$ cat config.mk
export PLATFORM = sky130hd
export DESIGN_NAME = alu_seq_ctrl_flat
export DESIGN_NICKNAME = d
export VERILOG_FILES = /design/src/rtl/alu_pkg.sv /design/src/rtl/alu_seq_ctrl_if.sv /design/src/rtl/alu_seq_ctrl.sv /design/src/flat_wrapper.sv
export SDC_FILE = /design/constraint.sdc
export NUM_CORES = 1
export LEC_CHECK = 0
export BUFFER_PORTS_ARGS = -buffer_cell sky130_fd_sc_hd__buf_2
export CAP_MARGIN = 15
export CELL_PAD_IN_SITES_DETAIL_PLACEMENT = 0
export CELL_PAD_IN_SITES_GLOBAL_PLACEMENT = 1
export CORE_MARGIN = 4
export CORE_UTILIZATION = 36
export DETAILED_ROUTE_END_ITERATION = 10
export PLACE_DENSITY_LB_ADDON = 0.08
export SYNTH_ARGS = -nofsm -noshare
export SYNTH_HDL_FRONTEND = slang
export SYNTH_SLANG_ARGS = --single-unit
$ cat constraint.sdc
create_clock -name i_clk -period 3.35 [get_ports i_clk]
set_clock_uncertainty 0.05 [all_clocks]
set_input_delay 0.5025 -clock i_clk [delete_from_list [all_inputs] [get_ports i_clk]]
set_output_delay 0.5025 -clock i_clk [all_outputs]
set_load 0.01 [all_outputs]
$ cat src/rtl/alu_pkg.sv
// Shared definitions for the project-1 datapath: the ALU, the instruction
// decoder and the alu_seq_ctrl sequencer all import this package.
//   N          default datapath width
//   SUMA..     2-bit ALU control codes
//   OP_*       3-bit command op codes seen by the sequencer
//   state_t    sequencer FSM states
//   op_to_ctrl maps a single-cycle op onto its ALU control code
package alu_pkg;

   localparam int N = 16;

   localparam logic [1:0] SUMA    = 2'b00;
   localparam logic [1:0] RESTA   = 2'b10;
   localparam logic [1:0] SHIFT_D = 2'b01;
   localparam logic [1:0] SHIFT_I = 2'b11;   // ALU passes operand a through

   localparam logic [2:0] OP_ADD  = 3'b000;
   localparam logic [2:0] OP_SHR1 = 3'b001;
   localparam logic [2:0] OP_SUB  = 3'b010;
   localparam logic [2:0] OP_PASS = 3'b011;
   localparam logic [2:0] OP_MUL  = 3'b100;
   localparam logic [2:0] OP_SHRN = 3'b101;

   typedef enum logic [2:0] {
      IDLE,
      EXEC,
      MUL_STEP,
      SHR_STEP,
      DONE
   } state_t;

   function automatic logic [1:0] op_to_ctrl(input logic [2:0] op);
      logic [1:0] ctrl;
      case (op)
         OP_SUB:  ctrl = RESTA;
         OP_SHR1: ctrl = SHIFT_D;
         OP_PASS: ctrl = SHIFT_I;
         default: ctrl = SUMA;
      endcase
      return ctrl;
   endfunction

endpackage

$ cat src/rtl/alu_seq_ctrl_if.sv
// Bundle between the command side, the sequencer and the datapath ALU.
//   i_start/i_op/i_a/i_b         command from the decoder
//   o_alu_a/o_alu_b/o_alu_control operands and control towards the ALU
//   i_alu_q/i_alu_mayor/i_alu_paridad  combinational ALU results
//   o_busy/o_done/o_q/o_mayor/o_paridad/o_err  status and result
// Modports: slave = the sequencer, master = decoder + ALU side.
interface alu_seq_ctrl_if #(parameter int N = alu_pkg::N);

   logic         i_start;
   logic [2:0]   i_op;
   logic [N-1:0] i_a;
   logic [N-1:0] i_b;
   logic [N-1:0] o_alu_a;
   logic [N-1:0] o_alu_b;
   logic [1:0]   o_alu_control;
   logic [N-1:0] i_alu_q;
   logic         i_alu_mayor;
   logic         i_alu_paridad;
   logic         o_busy;
   logic         o_done;
   logic [N-1:0] o_q;
   logic         o_mayor;
   logic         o_paridad;
   logic         o_err;

   modport slave (
      input  i_start, i_op, i_a, i_b, i_alu_q, i_alu_mayor, i_alu_paridad,
      output o_alu_a, o_alu_b, o_alu_control,
      output o_busy, o_done, o_q, o_mayor, o_paridad, o_err
   );

   modport master (
      output i_start, i_op, i_a, i_b, i_alu_q, i_alu_mayor, i_alu_paridad,
      input  o_alu_a, o_alu_b, o_alu_control,
      input  o_busy, o_done, o_q, o_mayor, o_paridad, o_err
   );

endinterface

$ cat src/rtl/alu_seq_ctrl.sv
// Command sequencer in front of the datapath ALU. Single-cycle ops are
// issued once; MUL (shift-and-add) and SHRN (repeated shift by one) iterate
// the ALU, feeding its combinational result back through the registered
// operand outputs.
//   i_clk, i_reset   clock, synchronous active-high reset
//   bus (slave)      command, ALU interface and result/status
// Build option: define ALU_SEQ_CTRL_MUL_EN to build the multiplier; without
// it op 100 is answered as an illegal op.
module alu_seq_ctrl #(
   parameter int N  = alu_pkg::N,
   parameter int CW = $clog2(N)
) (
   input  logic          i_clk,
   input  logic          i_reset,
   alu_seq_ctrl_if.slave bus
);
   import alu_pkg::*;

   state_t       state_reg, state_next;
   logic [2:0]   op_reg, op_next;
   // During MUL the operand registers double as acc (a) and mcand (b).
   logic [N-1:0] alu_a_reg, alu_a_next;
   logic [N-1:0] alu_b_reg, alu_b_next;
   logic [1:0]   alu_ctrl_reg, alu_ctrl_next;
   logic [CW-1:0] shr_cnt_reg, shr_cnt_next;
   logic [N-1:0] q_reg, q_next;
   logic         mayor_reg, mayor_next;
   logic         paridad_reg, paridad_next;
   logic         err_reg, err_next;
   logic         done_reg, done_next;
   logic         busy_reg, busy_next;
`ifdef ALU_SEQ_CTRL_MUL_EN
   logic [N-1:0]  mplier_reg, mplier_next;
   logic [CW-1:0] mul_cnt_reg, mul_cnt_next;
   logic          ovf_reg, ovf_next;
   logic [N-1:0]  acc_new;
   logic          ovf_new;
`endif

   always_ff @(posedge i_clk) begin
      if (i_reset) state_reg <= IDLE;
      else         state_reg <= state_next;
   end

   always_comb begin
      state_next    = state_reg;
      op_next       = op_reg;
      alu_a_next    = alu_a_reg;
      alu_b_next    = alu_b_reg;
      alu_ctrl_next = alu_ctrl_reg;
      shr_cnt_next  = shr_cnt_reg;
      q_next        = q_reg;
      mayor_next    = mayor_reg;
      paridad_next  = paridad_reg;
      err_next      = err_reg;
`ifdef ALU_SEQ_CTRL_MUL_EN
      mplier_next   = mplier_reg;
      mul_cnt_next  = mul_cnt_reg;
      ovf_next      = ovf_reg;
      acc_new       = mplier_reg[0] ? bus.i_alu_q : alu_a_reg;
      ovf_new       = ovf_reg | (mplier_reg[0] & bus.i_alu_mayor)
                    | (alu_b_reg[N-1] & ((mplier_reg >> 1) != '0));
`endif
      case (state_reg)
         IDLE: begin
            if (bus.i_start) begin
               op_next    = bus.i_op;
               err_next   = 1'b0;
               alu_a_next = bus.i_a;
               alu_b_next = bus.i_b;
               case (bus.i_op)
                  OP_ADD, OP_SUB, OP_SHR1, OP_PASS: begin
                     alu_ctrl_next = op_to_ctrl(bus.i_op);
                     state_next    = EXEC;
                  end
`ifdef ALU_SEQ_CTRL_MUL_EN
                  OP_MUL: begin
                     alu_a_next    = '0;
                     alu_b_next    = bus.i_a;
                     alu_ctrl_next = SUMA;
                     mplier_next   = bus.i_b;
                     mul_cnt_next  = '0;
                     ovf_next      = 1'b0;
                     state_next    = MUL_STEP;
                  end
`endif
                  OP_SHRN: begin
                     // k=0 becomes a single pass-through step so both cases
                     // share the same "capture when count reaches 1" exit.
                     if (bus.i_b[CW-1:0] == '0) begin
                        alu_ctrl_next = SHIFT_I;
                        shr_cnt_next  = CW'(1);
                     end else begin
                        alu_ctrl_next = SHIFT_D;
                        shr_cnt_next  = bus.i_b[CW-1:0];
                     end
                     state_next = SHR_STEP;
                  end
                  default: begin
                     err_next     = 1'b1;
                     q_next       = '0;
                     mayor_next   = 1'b0;
                     paridad_next = 1'b0;
                     state_next   = DONE;
                  end
               endcase
            end
         end
         EXEC: begin
            q_next       = bus.i_alu_q;
            paridad_next = bus.i_alu_paridad;
            mayor_next   = (op_reg == OP_ADD) & bus.i_alu_mayor;
            state_next   = DONE;
         end
`ifdef ALU_SEQ_CTRL_MUL_EN
         MUL_STEP: begin
            alu_a_next   = acc_new;
            alu_b_next   = alu_b_reg << 1;
            mplier_next  = mplier_reg >> 1;
            mul_cnt_next = mul_cnt_reg + CW'(1);
            ovf_next     = ovf_new;
            if (((mplier_reg >> 1) == '0) || (mul_cnt_reg == CW'(N-1))) begin
               q_next       = acc_new;
               mayor_next   = ovf_new;
               paridad_next = acc_new[0];
               state_next   = DONE;
            end
         end
`endif
         SHR_STEP: begin
            if (shr_cnt_reg == CW'(1)) begin
               q_next       = bus.i_alu_q;
               paridad_next = bus.i_alu_paridad;
               mayor_next   = 1'b0;
               state_next   = DONE;
            end else begin
               alu_a_next   = bus.i_alu_q;
               shr_cnt_next = shr_cnt_reg - CW'(1);
            end
         end
         DONE:    state_next = IDLE;
         default: state_next = IDLE;
      endcase
      // Status flags are registered copies of the state being entered.
      done_next = (state_next == DONE);
      busy_next = (state_next != IDLE);
   end

   always_ff @(posedge i_clk) begin
      if (i_reset) begin
         op_reg       <= '0;
         alu_a_reg    <= '0;
         alu_b_reg    <= '0;
         alu_ctrl_reg <= SUMA;
         shr_cnt_reg  <= '0;
         q_reg        <= '0;
         mayor_reg    <= 1'b0;
         paridad_reg  <= 1'b0;
         err_reg      <= 1'b0;
         done_reg     <= 1'b0;
         busy_reg     <= 1'b0;
`ifdef ALU_SEQ_CTRL_MUL_EN
         mplier_reg   <= '0;
         mul_cnt_reg  <= '0;
         ovf_reg      <= 1'b0;
`endif
      end else begin
         op_reg       <= op_next;
         alu_a_reg    <= alu_a_next;
         alu_b_reg    <= alu_b_next;
         alu_ctrl_reg <= alu_ctrl_next;
         shr_cnt_reg  <= shr_cnt_next;
         q_reg        <= q_next;
         mayor_reg    <= mayor_next;
         paridad_reg  <= paridad_next;
         err_reg      <= err_next;
         done_reg     <= done_next;
         busy_reg     <= busy_next;
`ifdef ALU_SEQ_CTRL_MUL_EN
         mplier_reg   <= mplier_next;
         mul_cnt_reg  <= mul_cnt_next;
         ovf_reg      <= ovf_next;
`endif
      end
   end

   assign bus.o_alu_a       = alu_a_reg;
   assign bus.o_alu_b       = alu_b_reg;
   assign bus.o_alu_control = alu_ctrl_reg;
   assign bus.o_busy        = busy_reg;
   assign bus.o_done        = done_reg;
   assign bus.o_q           = q_reg;
   assign bus.o_mayor       = mayor_reg;
   assign bus.o_paridad     = paridad_reg;
   assign bus.o_err         = err_reg;

endmodule

$ cat src/flat_wrapper.sv
// flat-port wrapper written by rule: the top's interface ports become plain ports
module alu_seq_ctrl_flat import alu_pkg::*;
#(
   parameter int N  = alu_pkg::N,
   parameter int CW = $clog2(N)
)
  (i_clk, i_reset, bus_i_start, bus_i_op, bus_i_a, bus_i_b, bus_i_alu_q, bus_i_alu_mayor, bus_i_alu_paridad, bus_o_alu_a, bus_o_alu_b, bus_o_alu_control, bus_o_busy, bus_o_done, bus_o_q, bus_o_mayor, bus_o_paridad, bus_o_err);
  alu_seq_ctrl_if #(.N(N)) bus_i ();
  input  logic i_clk;
  input  logic i_reset;
  input wire logic [$bits(bus_i.i_start)-1:0] bus_i_start;
  input wire logic [$bits(bus_i.i_op)-1:0] bus_i_op;
  input wire logic [$bits(bus_i.i_a)-1:0] bus_i_a;
  input wire logic [$bits(bus_i.i_b)-1:0] bus_i_b;
  input wire logic [$bits(bus_i.i_alu_q)-1:0] bus_i_alu_q;
  input wire logic [$bits(bus_i.i_alu_mayor)-1:0] bus_i_alu_mayor;
  input wire logic [$bits(bus_i.i_alu_paridad)-1:0] bus_i_alu_paridad;
  output wire logic [$bits(bus_i.o_alu_a)-1:0] bus_o_alu_a;
  output wire logic [$bits(bus_i.o_alu_b)-1:0] bus_o_alu_b;
  output wire logic [$bits(bus_i.o_alu_control)-1:0] bus_o_alu_control;
  output wire logic [$bits(bus_i.o_busy)-1:0] bus_o_busy;
  output wire logic [$bits(bus_i.o_done)-1:0] bus_o_done;
  output wire logic [$bits(bus_i.o_q)-1:0] bus_o_q;
  output wire logic [$bits(bus_i.o_mayor)-1:0] bus_o_mayor;
  output wire logic [$bits(bus_i.o_paridad)-1:0] bus_o_paridad;
  output wire logic [$bits(bus_i.o_err)-1:0] bus_o_err;
  assign bus_i.i_start = bus_i_start;
  assign bus_i.i_op = bus_i_op;
  assign bus_i.i_a = bus_i_a;
  assign bus_i.i_b = bus_i_b;
  assign bus_i.i_alu_q = bus_i_alu_q;
  assign bus_i.i_alu_mayor = bus_i_alu_mayor;
  assign bus_i.i_alu_paridad = bus_i_alu_paridad;
  assign bus_o_alu_a = bus_i.o_alu_a;
  assign bus_o_alu_b = bus_i.o_alu_b;
  assign bus_o_alu_control = bus_i.o_alu_control;
  assign bus_o_busy = bus_i.o_busy;
  assign bus_o_done = bus_i.o_done;
  assign bus_o_q = bus_i.o_q;
  assign bus_o_mayor = bus_i.o_mayor;
  assign bus_o_paridad = bus_i.o_paridad;
  assign bus_o_err = bus_i.o_err;
  alu_seq_ctrl #(.N(N), .CW(CW)) u_core (.i_clk(i_clk), .i_reset(i_reset), .bus(bus_i));
endmodule
==> results of run 1 <==
cell type report:
type / instances / area (sq um)
clock buffer: 13 / 169
clock inverter: 2 / 12.5
fill: 744 / 3500
inverter: 6 / 22.5
multi-input combinational: 201 / 1120
sequential: 65 / 1300
tap: 96 / 120
timing repair buffer: 115 / 588
power breakdown:
part / leakage [nW] / internal [W] / switching [W] / total (W)
sequential: 0.533 / 0.000824 / 0.0000276 / 0.000851
combinational: 0.917 / 0.000105 / 0.000141 / 0.000246
clock: 0.0915 / 0.000325 / 0.000281 / 0.000606
per-stage QoR:
step	util	setup slack (ns)	std cells
floorplan	-	1.34	295
global placement	0.461	1.04	483
detailed placement	0.461	0.998	483
CTS	0.487	1.07	498
global route	0.487	0.894	498
finish	0.487	1.07	498
cell families after synthesis:
group | count (synthesis) | share of synthesized area
compound gates | 82 | 0.229
fa+ha+maj | 2 | 0.00987
buf+inv | 29 | 0.0503
flops | 65 | 0.513
simple gates | 117 | 0.198
layer usage:
layer	global-route usage	vias to the layer above	wire, um
met3	0.0435	9	488
met5	0	-	0
met2	0.271	85	3020
met4	0.0594	0	91
li1	-	1237	-
met1	0.219	1134	3440
synthesized netlist by cell type, drive strengths merged (2+ instances only):
| library cell | instances | area share |
|---|---|---|
| nand2 | 76 | 0.11 |
| dfxtp | 65 | 0.51 |
| a21oi | 30 | 0.059 |
| nor2 | 23 | 0.034 |
| a22o | 18 | 0.062 |
| clkbuf | 18 | 0.027 |
| a311oi | 16 | 0.055 |
| o21ai | 8 | 0.016 |
| inv | 6 | 0.0089 |
| buf | 5 | 0.015 |
| a21o | 3 | 0.0089 |
| nand3 | 3 | 0.0059 |
| nand3b | 3 | 0.0089 |
| nor3 | 3 | 0.0079 |
| a31oi | 2 | 0.0049 |
| ha | 2 | 0.0099 |
cells in the final DEF, fill, tap and decap left out, types with 3 or more instances in the layout:
cell type and instances:
nand2_1 76, buf_4 5, a21oi_1 30, nand3_1 3, nand3b_1 3, a311oi_1 16, nor2_1 23, a21o_1 3
clkbuf_8 12, dfxtp_1 65, o21ai_1 4, buf_2 110, o21ai_0 3, a22o_1 18, inv_1 6
worst min path at each step:
stage	end	depth (start not counted)	slack, ns
final	u_core.bus.o_paridad$_SDFFE_PP0P_	2	0.35
after global routing	u_core.bus.o_paridad$_SDFFE_PP0P_	2	0.35
after CTS	u_core.bus.o_paridad$_SDFFE_PP0P_	2	0.33
after detailed placement	u_core.bus.o_alu_b[3]$_SDFFE_PP0P_	2	0.40
after global placement	u_core.bus.o_alu_b[7]$_SDFFE_PP0P_	2	0.39
after floorplan	u_core.op_reg[2]$_SDFFE_PP0P_	2	0.39
==> flow_summary.ini, run 1 <==
[worst_setup_path]
r2r-end = u_core.bus.o_q[6]$_SDFFE_PP0P_
ff2ff_setup_slack_ns = 1.07
cp_common_cell = a22o_1
crit_path_end_kind = flip-flop
path_cells = ha_1 -> nor3b_1 -> o21ai_1 -> a22o_1 -> a22o_1
reg2reg_depth = 5
cpPeakStageDelay_ns = 0.53
crit_required_ns = 3.52
startpoint = u_core.shr_cnt_reg[0]$_SDFFE_PP0P_
crit_end = u_core.bus.o_q[6]$_SDFFE_PP0P_
cp_slowest_cell = nor3b_1
crit_fanout = 17
reg2reg_from = u_core.shr_cnt_reg[0]$_SDFFE_PP0P_
cp_num_buf_inv = 0
path_depth = 5
critical_path_class = reg2reg
worstSetupStartpointType = flip-flop
cp_top_family = compound AO/OA/AOI/OAI gates
arrival_ns = 2.45

[route]
routed_via_density = 4.95
drt_pass1_iterations = 4
first_iter_violations = 67
wl_per_cell_um = 14.2
drcViolationCount = 0
postRouteAntennaNets = 0
wirelength_mm = 7.05
vias = 2465

[global_routing]
grt_first_pass_wirelength_mm = 11.5
grt_overflow = 0
grt_start_max_net_pins = 26
grtUsageTotal = 0.169
grt_pass1_vias = 2408
antenna_found_initial = 0

[die]
die_height_um = 91.9
start_util = 0.371
ios = 111
die_x_um = 91.9
die_area_sq_mm = 0.00845
coreArea_sq_mm = 0.00683
rows = 30

[placement]
place_congestion = 0.748
dp_hpwl_mm = 4.88
port_buffers = 110
dpl_cell_area_sq_mm = 0.00315

[cts]
postCtsHoldBufs = 0
root_buffer = clkbuf_8
clockBufferDepth = 2
cts_buffers = 9
postCtsSetupRepairBufs = 0
insertion_delay_ns = 0.32
tritoncts = done
cts_sinks = 65
cts_max_level = 3
ctsResizeCount = 0
clkTransAtPathRegs_ns = 0.07

[timing]
max_freq_mhz = 438
fin_tns_setup_ns = 0
tightest_slew_ns = 0.841
hold_violations = 0
holdWs_ns = 0.353
drv_slew = 0
finalSetupViolations = 0
period_minus_slack_ns = 2.28
timing.final.crit_share = 0.681
rsz0062_at_grt = false
slew_headroom = 0.439

[logic_synthesis]
avgSynthCellArea_sq_um = 8.59
synth_area_sq_mm = 0.00253
ys_types = 33
ys_seq_area_frac = 0.513
async_flop_share = 0
synth_cells = 295
synth-edff-count = 0
ys_warn_count = 0
synthesis.nets = 353
ys_ff_latch = 65
synth_top_flop_cell = dfxtp_1

[pwr]
power_leakage_nw = 1.54
p_total_w = 0.00170
power-per-cell-area_mw_per_mm2 = 511
peakVddDrop_mv = 0.221

[hold_path]
hold_path.startpoint = bus_i_alu_paridad
hold_class = in2reg

[cells_and_area]
drive_above_1_share = 0.333
final_area_sq_mm = 0.00333
antenna_cells = 0
nets = 456
area_growth_pct = 31.3

[outcome]
status = complete, no violations

[flow_run]
drv_cap = 0
No activity file was read; power rests on OpenSTA's default activity.
==> run 2: changes to the inputs <==
- CORE_UTILIZATION: 36 -> 33
- clock period: 3.35 -> 2.4 ns (I/O delays scaled with it)
==> run 2 against run 1 <==
Against the previous run:
- core utilization is 2.4 points lower
- sequential share of layout area is 1.0 points lower
- count of clock-buffer cells in the layout is 2 lower
- critical path type unchanged
- non-clock buffer count is 4 higher
- setup slack worse by 0.62 ns
==> flow_summary.ini, run 2 (synthesis results as in run 1) <==
[cts]
cts_max_level = 3
insertion_delay_ns = 0.33
postCtsHoldBufs = 0
cts_sinks = 65
clkTransAtPathRegs_ns = 0.07
cts_buffers = 9
postCtsSetupRepairBufs = 0
root_buffer = clkbuf_8
tritoncts = done
ctsResizeCount = 0
clockBufferDepth = 2

[cells_and_area]
antenna_cells = 0
layout_common_cells = 110 x buf_2, 76 x nand2_1, 65 x dfxtp_1, 30 x a21oi_1, 23 x nor2_1
nets = 460
area_growth_pct = 34.8
final_util = 0.464
final_common_cell = buf_2
drive_above_1_share = 0.342

[timing]
tightest_slew_ns = 0.840
drv_slew = 0
max_freq_mhz = 513
fin_tns_setup_ns = 0
period_minus_slack_ns = 1.95
finalSetupViolations = 0
rsz0062_at_grt = false
hold_violations = 0
timing.final.crit_share = 0.812
slew_headroom = 0.440

[worst_setup_path]
path_cells = or4b_4 -> o32a_4 -> a311o_1 -> a21oi_1
cpPeakStageDelay_ns = 0.56
cp_slowest_cell = or4b_4
reg2reg_depth = 4
r2r-end = u_core.shr_cnt_reg[0]$_SDFFE_PP0P_
crit_required_ns = 2.61
worstSetupStartpointType = flip-flop
startpoint = u_core.state_reg[2]$_SDFF_PP0_
critical_path_class = reg2reg
crit_fanout = 9
cp_top_family = compound AO/OA/AOI/OAI gates
arrival_ns = 2.16
cp_num_buf_inv = 0
ff2ff_setup_slack_ns = 0.45
reg2reg_from = u_core.state_reg[2]$_SDFF_PP0_
crit_path_end_kind = flip-flop

[flow_run]
drv_cap = 0

[route]
wirelength_mm = 7.08
postRouteAntennaNets = 0
vias = 2475
met2_length_mm = 3.26
wl_per_cell_um = 14.0
first_iter_violations = 83
dr_wl_met3_um = 499
drcViolationCount = 0
wl_met1_mm = 3.23
routed_via_density = 4.89
drt_pass1_iterations = 4
routed.top_layer = met4

[global_routing]
grt_first_pass_wirelength_mm = 11.1
antenna_found_initial = 0
grt_pass1_vias = 2293
grtUsageTotal = 0.155
grt_start_max_net_pins = 33
grt_overflow = 0

[hold_path]
min_delay_worst_endpoint = u_core.bus.o_paridad$_SDFFE_PP0P_
hold_path.startpoint = bus_i_alu_paridad
whs_path_depth = 2
hold_class = in2reg

[die]
die_height_um = 95.6
coreArea_sq_mm = 0.00737
rows = 31
start_util = 0.344
die_area_sq_mm = 0.00915
die_x_um = 95.6
ios = 111

[outcome]
status = complete, no violations

[pwr]
power-per-cell-area_mw_per_mm2 = 754
peakVddDrop_mv = 0.280
power_leakage_nw = 1.59

[placement]
port_buffers = 110
place_congestion = 0.788
dp_hpwl_mm = 4.92
[run 2: final cells by class]
type	count	area, sq um
clock inverters	5	78.8
repair buffers	119	634
clock buffers	11	141
inverters	6	22.5
flip-flops and latches	65	1300
fillers	800	3950
well taps	99	124
multi-input cells	201	1120
[run 2: per-layer routing]
layer | GRT usage | up-vias
met2 | 0.252 | 72
met1 | 0.195 | 1150
met5 | 0 | -
met3 | 0.0418 | 10
li1 | - | 1243
met4 | 0.0604 | 0
[run 2: through the flow]
| stage | area [sq um] | worst slack (ns) | instances | total power (W) | hold slack (ns) |
|---|---|---|---|---|---|
| 2_1_floorplan | 2530 | 0.401 | 295 | 0.00141 | 0.386 |
| 3_3_place_gp | 3190 | 0.211 | 489 | 0.00157 | 0.389 |
| 3_5_place_dp | 3190 | 0.0943 | 489 | 0.00157 | 0.396 |
| 4_1_cts | 3410 | 0.0644 | 505 | 0.00261 | 0.180 |
| 5_1_grt | 3420 | 0.321 | 506 | 0.00271 | 0.196 |
| 6_report | 3420 | 0.451 | 506 | 0.00258 | 0.196 |
[run 2: worst max-delay path by stage]
stage                                         endpoint  slack, ns  cells after the start
floorplan           u_core.shr_cnt_reg[0]$_SDFFE_PP0P_       0.40                      6
global placement       u_core.bus.o_q[10]$_SDFFE_PP0P_       0.21                      5
detailed placement     u_core.bus.o_q[12]$_SDFFE_PP0P_       0.09                      5
CTS                    u_core.bus.o_q[12]$_SDFFE_PP0P_       0.06                      5
global route        u_core.bus.o_alu_a[6]$_SDFFE_PP0P_       0.32                      5
finish              u_core.shr_cnt_reg[0]$_SDFFE_PP0P_       0.45                      4
[run 2: worst register-to-register path, delay by kind of cell (launching register included)]
kind            cells  cell delay (ns)
compound gates      3             0.88
flops               1             0.40
simple gates        1             0.56
[run 2: where the power goes]
part	total (W)	switching [W]	internal, W
Clock	0.00104	0.000423	0.000612
Sequential	0.00119	0.0000371	0.00115
Combinational	0.000356	0.000200	0.000156
Total	0.00258	0.000660	0.00192
==> run 3: changes to the inputs <==
- CORE_UTILIZATION: 33 -> 30
- clock period: 2.4 -> 1.55 ns (I/O delays scaled with it)
==> run 3 against run 2 <==
Against the previous run:
- non-clock buffer count is 35 higher
- hold slack worse by 0.12 ns
- fmax is 9.0% higher
- flip-flop and latch count stayed put
- critical path depth stayed put
- clock power is 21% higher
- the flow now finishes with violations (negative setup slack)
==> flow_summary.ini, run 3 (synthesis results as in run 1) <==
[cells_and_area]
final_util = 0.478
finalNonFillerCells = 546
drive_above_1_share = 0.435
area_growth_pct = 54.8
final_common_cell = buf_2
fillers = 850
antenna_cells = 0
nets = 496
layout_common_cells = 110 x buf_2, 76 x nand2_1, 63 x dfxtp_1, 30 x a21oi_1, 29 x buf_4

[route]
vias = 2644
drt_pass1_iterations = 4
postRouteAntennaNets = 0
first_iter_violations = 107
routed_via_density = 4.84
wirelength_mm = 8.32
drcViolationCount = 0
wl_per_cell_um = 15.2

[die]
coreArea_sq_mm = 0.00822
rows = 33
die_height_um = 99.9
die_x_um = 99.9
ios = 111
start_util = 0.309
die_area_sq_mm = 0.00998

[cts]
insertion_delay_ns = 0.33
clockBufferDepth = 2
cts_max_level = 3
root_buffer = clkbuf_8
clkTransAtPathRegs_ns = 0.07
cts_sinks = 65
postCtsHoldBufs = 0
tritoncts = done
cts_buffers = 9

[worst_setup_path]
worstSetupStartpointType = flip-flop
crit_path_end_kind = flip-flop
ff2ff_setup_slack_ns = -0.24
crit_fanout = 5
cp_top_family = compound AO/OA/AOI/OAI gates
arrival_ns = 2.00
cp_slowest_cell = or4b_4
path_cells = or4b_4 -> o32a_4 -> a311o_1 -> a21oi_1
cp_num_buf_inv = 0
cpPeakStageDelay_ns = 0.55
critical_path_class = reg2reg
crit_required_ns = 1.76

[timing]
drv_slew = 0
hold_violations = 0
timing.final.crit_share = 1.15
tightest_slew_ns = 0.508
max_freq_mhz = 560
rsz0062_at_grt = true
fin_tns_setup_ns = -7.22
layout_setup_ws_ns = -0.237
slew_headroom = 0.658
period_minus_slack_ns = 1.79
finalSetupViolations = 59

[global_routing]
grt_start_max_net_pins = 32
antenna_found_initial = 0
grt_overflow = 0
grt_first_pass_wirelength_mm = 12.7
grt_pass1_vias = 2551
grtUsageTotal = 0.158

[outcome]
violations = negative setup slack
status = finished with violations

[hold_path]
hold_class = in2reg

[pwr]
power-per-cell-area_mw_per_mm2 = 991
p_total_w = 0.00389
peakVddDrop_mv = 0.515
power_leakage_nw = 1.82

[placement]
placed_cells = 514
port_buffers = 110
place_congestion = 0.736
place_ws_ns = -0.244
dp_hpwl_mm = 5.40

[flow_run]
drv_cap = 0
[run 3: cell count changes in the layout (fill, tap and decap cells not counted), moves of 2 or more]
cell,before,now
buf_4,7,29
nor2_1,23,14
clkbuf_16,0,6
nor2_2,0,6
buf_12,1,6
nor2_4,0,3
buf_6,1,3
bufinv_16,2,0
dfxtp_1,65,63
dfxtp_2,0,2
o21ai_4,0,2
[run 3: layer usage]
metal,track usage,routed length [um],up-vias
li1,-,-,1319
met1,0.208,3710,1227
met2,0.246,3810,88
met3,0.0514,652,10
met4,0.0536,134,0
met5,0,0,-
[run 3: path summary, 6_finish.rpt]
kind / start / end / depth (start not counted)
setup / recovery: u_core.state_reg[1]$_SDFF_PP0_ / u_core.shr_cnt_reg[0]$_SDFFE_PP0P_ / 4
hold / removal: bus_i_alu_paridad / u_core.bus.o_paridad$_SDFFE_PP0P_ / 2
setup reg to reg: u_core.state_reg[1]$_SDFF_PP0_ / u_core.shr_cnt_reg[0]$_SDFFE_PP0P_ / 4
hold reg to reg: u_core.bus.o_alu_b[7]$_SDFFE_PP0P_ / u_core.bus.o_alu_b[7]$_SDFFE_PP0P_ / 2
[run 3: cell type report]
type | count | area, sq um | area share
Clock inverter | 3 | 17.5 | 0.00446
Inverter | 6 | 22.5 | 0.00574
Sequential cell | 65 | 1300 | 0.332
Clock buffer | 11 | 151 | 0.0386
Tap cell | 105 | 131 | 0.0335
Multi-Input combinational cell | 202 | 1220 | 0.312
Timing Repair Buffer | 154 | 1070 | 0.273
[run 3: through the flow]
step / hold WS, ns / cell area (sq um)
finish: 0.0723 / 3920
global route: 0.0589 / 3920
CTS: 0.0585 / 3660
detailed placement: 0.395 / 3380
global placement: 0.389 / 3380
floorplan: 0.315 / 2550
[run 3: what timing repair did]
action | in CTS | in global routing
pin swaps | 1 | 16
endpoints found under the setup margin | 39 | 43
setup buffers | 4 | 7
gates cloned | 2 | 6
hold endpoints to repair | 0 | 0
resized for setup | 9 | 27
[run 3: power breakdown]
part / total (W) / switching, W / internal (W) / leakage, nW
Clock: 0.00126 / 0.000621 / 0.000644 / 0.0871
Sequential: 0.00184 / 0.0000583 / 0.00178 / 0.534
Combinational: 0.000785 / 0.000386 / 0.000399 / 1.20
